### src/rtl/sar_div_arbiter.sv
// Round-robin arbiter that shares one SAR divider core among N_REQ requesters.
// Optional WAIT watchdog is enabled by defining SAR_DIV_ARB_TIMEOUT_EN.
module sar_div_arbiter #(
    parameter int BITS           = 16,
    parameter int N_REQ          = 4,
    parameter int TIMEOUT_CYCLES = 4096
) (
    input  logic                    clk,
    input  logic                    reset,
    input  logic [N_REQ-1:0]        req_valid_i,
    output logic [N_REQ-1:0]        req_ready_o,
    input  logic [N_REQ*BITS-1:0]   req_dividend_i,
    input  logic [N_REQ*BITS-1:0]   req_divisor_i,
    output logic [N_REQ-1:0]        rsp_valid_o,
    output logic [BITS-1:0]         rsp_result_o,
    output logic                    rsp_err_o,
    output logic                    div_start_o,
    output logic [BITS-1:0]         div_dividend_o,
    output logic [BITS-1:0]         div_divisor_o,
    input  logic [BITS-1:0]         div_result_i,
    input  logic                    div_ready_i
);

    localparam int PW = (N_REQ > 1) ? $clog2(N_REQ) : 1;

    typedef enum logic [1:0] {S_IDLE, S_START, S_WAIT, S_RESP} state_t;

    state_t            state_q, state_d;
    logic [PW-1:0]     ptr_q, ptr_d;
    logic [PW-1:0]     gnt_q, gnt_d;
    logic [BITS-1:0]   dvd_q, dvd_d;
    logic [BITS-1:0]   dvs_q, dvs_d;
    logic [BITS-1:0]   res_q, res_d;

    logic              grant_found;
    logic [PW-1:0]     grant_idx;
    logic [PW:0]       scan_sum;
    logic [BITS-1:0]   dvd_arr [N_REQ];
    logic [BITS-1:0]   dvs_arr [N_REQ];

    generate
        for (genvar gi = 0; gi < N_REQ; gi++) begin : g_req
            assign dvd_arr[gi]     = req_dividend_i[gi*BITS +: BITS];
            assign dvs_arr[gi]     = req_divisor_i[gi*BITS +: BITS];
            assign req_ready_o[gi] = !reset && (state_q == S_IDLE) && grant_found
                                     && (grant_idx == PW'(gi));
            assign rsp_valid_o[gi] = !reset && (state_q == S_RESP) && (gnt_q == PW'(gi));
        end
    endgenerate

    // First asserted request at or above the pointer, wrapping modulo N_REQ.
    always_comb begin
        grant_found = 1'b0;
        grant_idx   = '0;
        scan_sum    = '0;
        for (int k = 0; k < N_REQ; k++) begin
            scan_sum = {1'b0, ptr_q} + (PW+1)'(k);
            if (scan_sum >= (PW+1)'(N_REQ)) begin
                scan_sum = scan_sum - (PW+1)'(N_REQ);
            end
            if (!grant_found && req_valid_i[scan_sum[PW-1:0]]) begin
                grant_found = 1'b1;
                grant_idx   = scan_sum[PW-1:0];
            end
        end
    end

`ifdef SAR_DIV_ARB_TIMEOUT_EN
    localparam int CW = $clog2(TIMEOUT_CYCLES) + 1;
    logic [CW-1:0] cnt_q, cnt_d;
    logic          err_q, err_d;
`endif

    always_comb begin
        state_d = state_q;
        ptr_d   = ptr_q;
        gnt_d   = gnt_q;
        dvd_d   = dvd_q;
        dvs_d   = dvs_q;
        res_d   = res_q;
`ifdef SAR_DIV_ARB_TIMEOUT_EN
        cnt_d   = cnt_q;
        err_d   = err_q;
`endif
        case (state_q)
            S_IDLE: begin
                if (grant_found) begin
                    dvd_d   = dvd_arr[grant_idx];
                    dvs_d   = dvs_arr[grant_idx];
                    gnt_d   = grant_idx;
                    ptr_d   = (grant_idx == PW'(N_REQ-1)) ? '0 : grant_idx + 1'b1;
                    state_d = S_START;
                end
            end
            S_START: begin
`ifdef SAR_DIV_ARB_TIMEOUT_EN
                cnt_d   = '0;
`endif
                state_d = S_WAIT;
            end
            S_WAIT: begin
                // Core ready is only trusted after the start edge has cleared it.
                if (div_ready_i) begin
                    res_d   = div_result_i;
`ifdef SAR_DIV_ARB_TIMEOUT_EN
                    err_d   = 1'b0;
`endif
                    state_d = S_RESP;
                end
`ifdef SAR_DIV_ARB_TIMEOUT_EN
                else if (cnt_q == CW'(TIMEOUT_CYCLES-1)) begin
                    res_d   = '1;
                    err_d   = 1'b1;
                    state_d = S_RESP;
                end else begin
                    cnt_d   = cnt_q + 1'b1;
                end
`endif
            end
            S_RESP: begin
                state_d = S_IDLE;
            end
            default: begin
                state_d = S_IDLE;
            end
        endcase
    end

    always_ff @(posedge clk) begin
        if (reset) begin
            state_q <= S_IDLE;
            ptr_q   <= '0;
            gnt_q   <= '0;
            dvd_q   <= '0;
            dvs_q   <= '0;
            res_q   <= '0;
`ifdef SAR_DIV_ARB_TIMEOUT_EN
            cnt_q   <= '0;
            err_q   <= 1'b0;
`endif
        end else begin
            state_q <= state_d;
            ptr_q   <= ptr_d;
            gnt_q   <= gnt_d;
            dvd_q   <= dvd_d;
            dvs_q   <= dvs_d;
            res_q   <= res_d;
`ifdef SAR_DIV_ARB_TIMEOUT_EN
            cnt_q   <= cnt_d;
            err_q   <= err_d;
`endif
        end
    end

    // The core's reset pin is also held while the arbiter itself is in reset.
    assign div_start_o    = reset | (state_q == S_START);
    assign div_dividend_o = dvd_q;
    assign div_divisor_o  = dvs_q;
    assign rsp_result_o   = res_q;
`ifdef SAR_DIV_ARB_TIMEOUT_EN
    assign rsp_err_o      = err_q;
`else
    assign rsp_err_o      = 1'b0;
`endif

endmodule

### config.mk
export PLATFORM = sky130hd
export DESIGN_NAME = sar_div_arbiter
export DESIGN_NICKNAME = d
export VERILOG_FILES = /design/src/rtl/sar_div_arbiter.sv
export SDC_FILE = /design/constraint.sdc
export NUM_CORES = 1
export LEC_CHECK = 0
export CAP_MARGIN = 20
export CORE_MARGIN = 4
export CORE_UTILIZATION = 37
export DETAILED_ROUTE_END_ITERATION = 8
export GPL_TIMING_DRIVEN = 0
export HOLD_SLACK_MARGIN = 0.05
export PLACE_DENSITY = 0.84
export SKIP_CTS_REPAIR_TIMING = 1
export SYNTH_ARGS = -nofsm -noshare
export SYNTH_HDL_FRONTEND = slang
export SYNTH_SLANG_ARGS = --single-unit
export TNS_END_PERCENT = 20
### constraint.sdc
create_clock -name clk -period 3.4 [get_ports clk]
set_clock_uncertainty 0.15 [all_clocks]
set_input_delay 0.68 -clock clk [delete_from_list [all_inputs] [get_ports clk]]
set_output_delay 0.68 -clock clk [all_outputs]
set_load 0.03 [all_outputs]
=== Yosys cells after proc, flatten, opt, wreduce, memory -nomap -nowiden ===
Index checks and enable logic that the tools add are counted.

* Register bits: 54
* Latch bits: 0
* RAM bits: 0
* Bits in read-only memories: 0
* Bits of input ports: 151
* Word-level logic and storage cells: 90
* Memories: 0

* Add/subtract/negate cells: 8
* $mul: 0
* Div/mod/pow operators: 0
* Order comparisons: 9
* Eq/ne operators: 11
* Shift-type cells: 0
* Muxes and demuxes: 30
* Bitwise operators: 2
* Reductions and logical operators: 24

{| class="wikitable"
|+ Operators by type and width
! cell !! number
|-
| $bmux W16 S2 || 2
|-
| $mux W16 || 4
|-
| $mux W2 || 11
|-
| $logic_and A1 B1 Y1 || 14
|-
| $eq A2 B2 Y1 const B || 6
|-
| $ge A3 B3 Y1 const B || 4
|-
| $lt A2 B3 Y1 const B || 4
|-
| $bmux W1 S2 || 4
|-
| $mux W1 || 8
|-
| $pmux W2 S4 || 1
|-
| $sub A2 B1 Y2 const B || 4
|-
| $add A2 B2 Y3 const B || 2
|-
| $eq A2 B1 Y1 const B || 3
|-
| $logic_not A2 Y1 || 3
|-
| $reduce_and A2 Y1 || 3
|-
| $logic_not A1 Y1 || 4
|-
| $ne A2 B2 Y1 const B || 2
|-
| $add A2 B1 Y3 const B || 1
|-
| $ge A2 B3 Y1 const B || 1
|-
| $not A2 Y3 || 1
|-
| $add A2 B1 Y2 const B || 1
|-
| $or A1 B1 Y1 || 1
|}

=== Longest topological paths before layout ===
Gate-level depths: netlist of run 1.

* Depth in word-level cells: 18
* Gate-level depth with buffers: 8
* Depth with buffers taken out: 7

=== Least setup slack after synthesis of run 1 ===
No wires, ideal clock.

* Path type: in2out
* Start: in req_valid_i[0]
* End: out req_ready_o[1]
* Arrival time: 2.400 ns
* Required time: 2.570 ns
* Setup slack: 0.170 ns
* Cell stages on the path: 8
* Path buffers: 3
* Path through: and2b_4 -> or4_4 -> o21a_1 -> buf_6 -> nand2b_1 -> buf_6 -> buf_6 -> nor2_1

* Cells in the longest elaborated chain, start to end: 14
* Elaborated cells on any way between the ends: 25
* Those cells by class: eq/ne (1); mux (16); reduce/logical (8)

{| class="wikitable"
|+ Ends and longest elaborated chain
! element !! RTL line !! source
|-
| start, declared || 10 || <nowiki>input logic [N_REQ-1:0] req_valid_i,</nowiki>
|-
| $bmux W1 S2 || 61 || <nowiki>if (!grant_found && req_valid_i[scan_sum[PW-1:0]]) begin</nowiki>
|-
| $mux W1 (implied by the code) || 61 ||
|-
| $mux W1 || 61 ||
|-
| $logic_not A1 Y1 || 61 ||
|-
| $logic_and A1 B1 Y1 || 61 ||
|-
| $mux W1 || 61 ||
|-
| $logic_not A1 Y1 || 61 ||
|-
| $logic_and A1 B1 Y1 || 61 ||
|-
| $mux W1 || 61 ||
|-
| $logic_not A1 Y1 || 61 ||
|-
| $logic_and A1 B1 Y1 || 61 ||
|-
| $mux W2 or $mux W1 (tied branches) || 61 ||
|-
| $eq A2 B1 Y1 or $logic_and A1 B1 Y1 (tied branches) || 46, 45 ||
|-
| $logic_and A1 B1 Y1 * || 46 || <nowiki>&& (grant_idx == PW'(gi));</nowiki>
|-
| end, declared || 11 || <nowiki>output logic [N_REQ-1:0] req_ready_o,</nowiki>
|}

Mark *: on every way between the ends. The rest lies on a longest branch, timed or not. The select of a mux whose other input is x is not followed.

=== Worst setup path after layout of run 1 ===
* Start: in req_valid_i[0]
* End: out req_ready_o[3]

* Cells in the longest elaborated chain, start to end: 14
* Elaborated cells on any way between the ends: 25
* Those cells by class: eq/ne (1); mux (16); reduce/logical (8)

{| class="wikitable"
|+ Ends and longest elaborated chain
! element !! RTL line
|-
| $bmux W1 S2 || 61
|-
| $mux W1 (implied by the code) || 61
|-
| $mux W1 || 61
|-
| $logic_not A1 Y1 || 61
|-
| $logic_and A1 B1 Y1 || 61
|-
| $mux W1 || 61
|-
| $logic_not A1 Y1 || 61
|-
| $logic_and A1 B1 Y1 || 61
|-
| $mux W1 || 61
|-
| $logic_not A1 Y1 || 61
|-
| $logic_and A1 B1 Y1 || 61
|-
| $mux W2 or $mux W1 (tied branches) || 61
|-
| $eq A2 B2 Y1 or $logic_and A1 B1 Y1 (tied branches) || 46, 45
|-
| $logic_and A1 B1 Y1 * || 46
|}

Marks and branches as above.

==> results of run 1 <==
power by group:
group	leakage [nW]	switching (mW)	internal (mW)	total, mW
Combinational	1.69	1.28	0.993	2.27
Sequential	0.443	0.125	0.854	0.979
Clock	0.0514	0.224	0.220	0.444
Yosys cell counts:
cell type | n | area (um2)
nand2_1 | 71 | 267
dfxtp_1 | 54 | 1080
mux2i_1 | 33 | 330
a21o_1 | 32 | 240
o21ai_0 | 32 | 160
nand3_1 | 31 | 155
o211ai_2 | 28 | 350
clkbuf_1 | 22 | 82.6
a21oi_1 | 19 | 95.1
nor2_1 | 14 | 52.6
buf_6 | 5 | 56.3
ha_1 | 5 | 62.6
buf_2 | 4 | 20.0
nor2b_1 | 4 | 25.0
o211ai_1 | 4 | 30.0
a211oi_1 | 3 | 22.5
inv_1 | 3 | 11.3
nor3_1 | 2 | 10.0
nor4bb_1 | 2 | 20.0
o21a_1 | 2 | 15.0
a211o_1 | 1 | 8.76
and2_1 | 1 | 6.26
and2b_4 | 1 | 10.0
and4b_1 | 1 | 10.0
buf_1 | 1 | 3.75
buf_4 | 1 | 7.51
conb_1 | 1 | 3.75
nand2b_1 | 1 | 6.26
nand3b_1 | 1 | 7.51
nor2_2 | 1 | 6.26
nor4_1 | 1 | 6.26
nor4b_1 | 1 | 8.76
o21ba_2 | 1 | 10.0
o21bai_1 | 1 | 7.51
o221ai_1 | 1 | 8.76
o41ai_2 | 1 | 16.3
or2_2 | 1 | 6.26
or4_4 | 1 | 11.3
xnor2_1 | 1 | 8.76
through the flow:
step / power [mW] / setup WS [ns] / util (%)
floorplan: 2.37 / 0.170 / -
global placement: 3.19 / -1.00 / 65.0
detailed placement: 3.24 / -0.972 / 65.0
CTS: 3.68 / -0.985 / 66.3
global route: 3.92 / -0.0207 / 66.7
finish: 3.69 / 0.0669 / 66.7
logic make-up (layout without fill, tap and decap cells):
family,count (synthesis),in the layout,synth area share (%)
AND/OR/NAND/NOR,134,134,18.8
other,1,1,0.116
XOR/XNOR,1,1,0.270
adder cells (fa/ha/maj),5,5,1.93
AO/OA/AOI/OAI,125,125,29.8
buffers and inverters,36,252,5.60
multiplexers,33,33,10.2
flip-flops,54,54,33.4
cell type report:
| cell class | count | area [um2] | area share, % |
|---|---|---|---|
| buffer | 33 | 174 | 3.11 |
| clock buffer | 6 | 72.6 | 1.30 |
| clock inverter | 2 | 37.5 | 0.671 |
| inverter | 3 | 11.3 | 0.201 |
| multi-input combinational | 299 | 2020 | 36.1 |
| sequential | 54 | 1080 | 19.3 |
| tap | 105 | 131 | 2.35 |
| timing repair buffer | 208 | 2070 | 36.9 |
state kept, by name (all words and copies together) (netlist names):
name and cells:
ptr_q 2, gnt_q 2, rsp_result_o 16, div_dividend_o 16, div_divisor_o 16, state_q 2
path summary, 6_finish.rpt:
| path | start | endpoint | slack (ns) | cells past startpoint |
|---|---|---|---|---|
| max | req_valid_i[0] | req_ready_o[3] | 0.07 | 10 |
| min | rsp_result_o[3] | rsp_result_o[3] | 0.31 | 2 |
| max reg2reg | ptr_q[0] | div_divisor_o[13] | 1.06 | 7 |
| min reg2reg | rsp_result_o[3] | rsp_result_o[3] | 0.31 | 2 |
metal layers:
metal	track usage, %	part of all wire (%)	routed length (um)	vias to the layer above
met5	0	0	0	-
met4	5.73	1.9	237	0
met3	4.75	8.9	1090	20
met2	40.8	51	6310	158
met1	25.9	38	4670	1738
li1	-	-	-	1813
worst max-delay path, cell delays in order:
cell	delay, ns
clkbuf_2	0.14
and2b_4	0.19
or4_4	0.51
o21a_1	0.13
buf_6	0.13
nand2b_1	0.15
buf_6	0.14
buf_6	0.15
nor2_1	0.10
buf_4	0.17
==> results.sh, run 1 <==
export IMPL_status="finished, final reports clean"
export IMPL_ys_ff_latch=54
export IMPL_critPathLaunchType="input pin"
export IMPL_grt_total_usage_pct=22.2
export IMPL_insertion_delay_ns=0.30
export IMPL_critPathCaptureType="output port"
export IMPL_finalHoldViolCount=0
export IMPL_syn_to_final_growth_pct=72.6
export IMPL_io_buffers=207
export IMPL_design_area_mm2=0.00559
export IMPL_routedWlPerCell_um=17.3
export IMPL_criticalPathCategory="input pin to output port"
export IMPL_cts_tree="done"
export IMPL_setup_violations=0
export IMPL_die_w_um=102
export IMPL_synth_nets=545
export IMPL_grt_max_degree=17
export IMPL_relSlewSlack_pct=66.0
export IMPL_viasPerCell=5.25
export IMPL_antenna_found_initial=0
export IMPL_cts_max_level=2
export IMPL_die_height_um=102
export IMPL_tightestPinTransition_ns=0.510
export IMPL_vias=3729
export IMPL_grt_overflow=0
export IMPL_dpl_cell_count=701
export IMPL_leakagePower_nw=2.18
export IMPL_p_per_area_mw_per_mm2=660
export IMPL_place_congestion=0.887
export IMPL_ys_seq_area_share_pct=33.4
export IMPL_ys_warn_count=0
export IMPL_nets=760
export IMPL_slew_violations=0
export IMPL_maxCapViolations=0
export IMPL_cts_buffers=5
export IMPL_synth_cell_type_count=39
export IMPL_die_area_mm2=0.0103
export IMPL_fillers=725
export IMPL_antenna_cells=0
export IMPL_ant_nets=0
export IMPL_worstPathArrival_ns=2.50
export IMPL_drcViolationCount=0
export IMPL_layout_commonest_cell="clkdlybuf4s50_1"
export IMPL_tns_ns=0
export IMPL_ir_worst_vdd_v=0.000296
export IMPL_fin_cells=710
export IMPL_row_count=33
export IMPL_core_area_mm2=0.00838
export IMPL_io_pins=209
export IMPL_hpwlAfterDp_um=9760
export IMPL_period_needed_ns=3.33
export IMPL_syn_cell_area_mm2=0.00324
export IMPL_root_buffer="clkbuf_8"
export IMPL_cts_buffer_depth=2
export IMPL_cp_max_fo=10
export IMPL_grt_pass1_vias=3723
export IMPL_syn_inst=389
export IMPL_cts_clk_slew_worst_paths_ns=0.10
export IMPL_avgSynthCellArea_um2=8.33
export IMPL_rsz0062_at_grt="true"
export IMPL_fin_crit_sh_pct=98.0
export IMPL_cp_required_ns=2.57
export IMPL_hp_class="flop to flop"
export IMPL_totalWireLength_um=12300
export IMPL_drive_above_1_share_pct=10.2
export IMPL_fmax_mhz=300
export IMPL_grt_pass1_wl_um=18300
export IMPL_whs_ns=0.312
export IMPL_placed_area_mm2=0.00544
export IMPL_initial_core_util_pct=38.7
export IMPL_layout_common_cells="clkdlybuf4s50_1, nand2_1, dfxtp_1"
export IMPL_drt_iter0_drc=106
export IMPL_drtPass1Iterations=5
export IMPL_clock_sinks=54
Power figures use the tool's default switching activity.
==> run 2: changes to the inputs <==
--- a/config.mk
+++ b/config.mk
@@ -12,6 +12,7 @@
 export GPL_TIMING_DRIVEN = 0
 export HOLD_SLACK_MARGIN = 0.05
 export PLACE_DENSITY = 0.84
+export SETUP_SLACK_MARGIN = 0.05
 export SKIP_CTS_REPAIR_TIMING = 1
 export SYNTH_ARGS = -nofsm -noshare
 export SYNTH_HDL_FRONTEND = slang
==> results.sh, run 2 (synthesis gave the netlist of run 1 again) <==
export IMPL_die_w_um=102
export IMPL_cp_required_ns=2.57
export IMPL_wl_met3_um=1100
export IMPL_viasPerCell=5.25
export IMPL_cts_max_level=2
export IMPL_cts_buffers=5
export IMPL_wl_met1_um=4650
export IMPL_fmax_mhz=300
export IMPL_slew_violations=0
export IMPL_status="finished, final reports clean"
export IMPL_cts_buffer_depth=2
export IMPL_tightestPinTransition_ns=0.510
export IMPL_ir_worst_vdd_v=0.000297
export IMPL_finalHoldViolCount=0
export IMPL_maxCapViolations=0
export IMPL_leakagePower_nw=2.20
export IMPL_grt_overflow=0
export IMPL_totalWireLength_um=12300
export IMPL_whs_ns=0.312
export IMPL_insertion_delay_ns=0.30
export IMPL_drtPass1Iterations=4
export IMPL_hpwlAfterDp_um=9760
export IMPL_drcViolationCount=0
export IMPL_relSlewSlack_pct=66.0
export IMPL_cp_max_fo=10
export IMPL_antenna_found_initial=0
export IMPL_die_height_um=102
export IMPL_period_needed_ns=3.34
export IMPL_vias=3728
export IMPL_drive_above_1_share_pct=10.4
export IMPL_grt_max_degree=17
export IMPL_min_delay_path_depth=2
export IMPL_routedWlPerCell_um=17.3
export IMPL_antenna_cells=0
export IMPL_layout_common_cells="clkdlybuf4s50_1, nand2_1, dfxtp_1"
export IMPL_ant_nets=0
export IMPL_critPathLaunchType="input pin"
export IMPL_initial_core_util_pct=38.7
export IMPL_rsz0062_at_grt="true"
export IMPL_layout_commonest_cell="clkdlybuf4s50_1"
export IMPL_final_setup_worst_slack_ns=0.0649
export IMPL_die_area_mm2=0.0103
export IMPL_setup_violations=0
export IMPL_p_per_area_mw_per_mm2=660
export IMPL_grt_pass1_vias=3723
export IMPL_hp_class="flop to flop"
export IMPL_design_area_mm2=0.00560
export IMPL_core_area_mm2=0.00838
export IMPL_nets=760
export IMPL_reg2regPathDepth=7
export IMPL_fin_crit_sh_pct=98.1
export IMPL_dr_max_layer_used="met4"
export IMPL_critPathCaptureType="output port"
export IMPL_clock_sinks=54
export IMPL_place_worst_setup_slack_ns=-0.972
export IMPL_drt_iter0_drc=105
export IMPL_row_count=33
export IMPL_cts_tree="done"
export IMPL_io_pins=209
export IMPL_grt_total_usage_pct=22.2
export IMPL_io_buffers=207
export IMPL_place_congestion=0.887
export IMPL_route_met2_wl_um=6330
export IMPL_syn_to_final_growth_pct=72.8
export IMPL_worstPathArrival_ns=2.51
export IMPL_cts_clk_slew_worst_paths_ns=0.10
export IMPL_criticalPathCategory="input pin to output port"
export IMPL_root_buffer="clkbuf_8"
export IMPL_grt_pass1_wl_um=18300
export IMPL_reg2reg_setup_slack_ns=1.06
export IMPL_placed_area_mm2=0.00544
-- run 2: changes by cell type in the layout (fill, tap and decap cells not counted) --
cell,change
nor2_2,+1
dlymetal6s2s_1,+1
nor2_1,-1
clkdlybuf4s50_1,-1
-- run 2: worst paths after layout --
check | from | to
worst min-delay path | rsp_result_o[3] | rsp_result_o[3]
worst max-delay path | req_valid_i[0] | req_ready_o[3]
worst min register to register | rsp_result_o[3] | rsp_result_o[3]
worst max register to register | ptr_q[0] | div_divisor_o[13]
-- run 2: layout make-up --
cell class / instances / area, um2
repair buffers: 208 / 2070
clock inverters: 2 / 37.5
well taps: 105 / 131
fillers: 726 / 2780
inverters: 3 / 11.3
flip-flops and latches: 54 / 1080
multi-input cells: 299 / 2020
clock buffers: 6 / 72.6
plain buffers: 33 / 174
-- run 2: power by group --
group | internal [mW] | switching, mW | leakage (nW) | total, mW
clock | 0.220 | 0.224 | 0.0514 | 0.444
combinational | 0.993 | 1.28 | 1.70 | 2.27
sequential | 0.854 | 0.125 | 0.443 | 0.979
total | 2.07 | 1.63 | 2.20 | 3.70
-- run 2: metal layers --
layer / GRT usage (%) / up-vias
met1: 25.9 / 1736
met3: 4.75 / 18
met5: 0 / -
li1: - / 1813
met4: 5.73 / 0
met2: 40.8 / 161
-- run 2: worst max-delay path, cell delays in order --
cell and delay [ns]:
clkbuf_2 0.14, and2b_4 0.19, or4_4 0.51, o21a_1 0.13, buf_6 0.13, nand2b_1 0.15, buf_6 0.14, buf_6 0.15
nor2_1 0.10, buf_4 0.17
-- run 2: stage by stage --
step / total power [mW] / TNS, ns / std cells / util, %
finish: 3.70 / 0 / 710 / 66.8
global route: 3.92 / 0 / 710 / 66.8
CTS: 3.68 / -3.73 / 709 / 66.3
detailed placement: 3.24 / -3.69 / 701 / 65.0
global placement: 3.19 / -3.71 / 701 / 65.0
floorplan: 2.37 / 0 / 389 / -
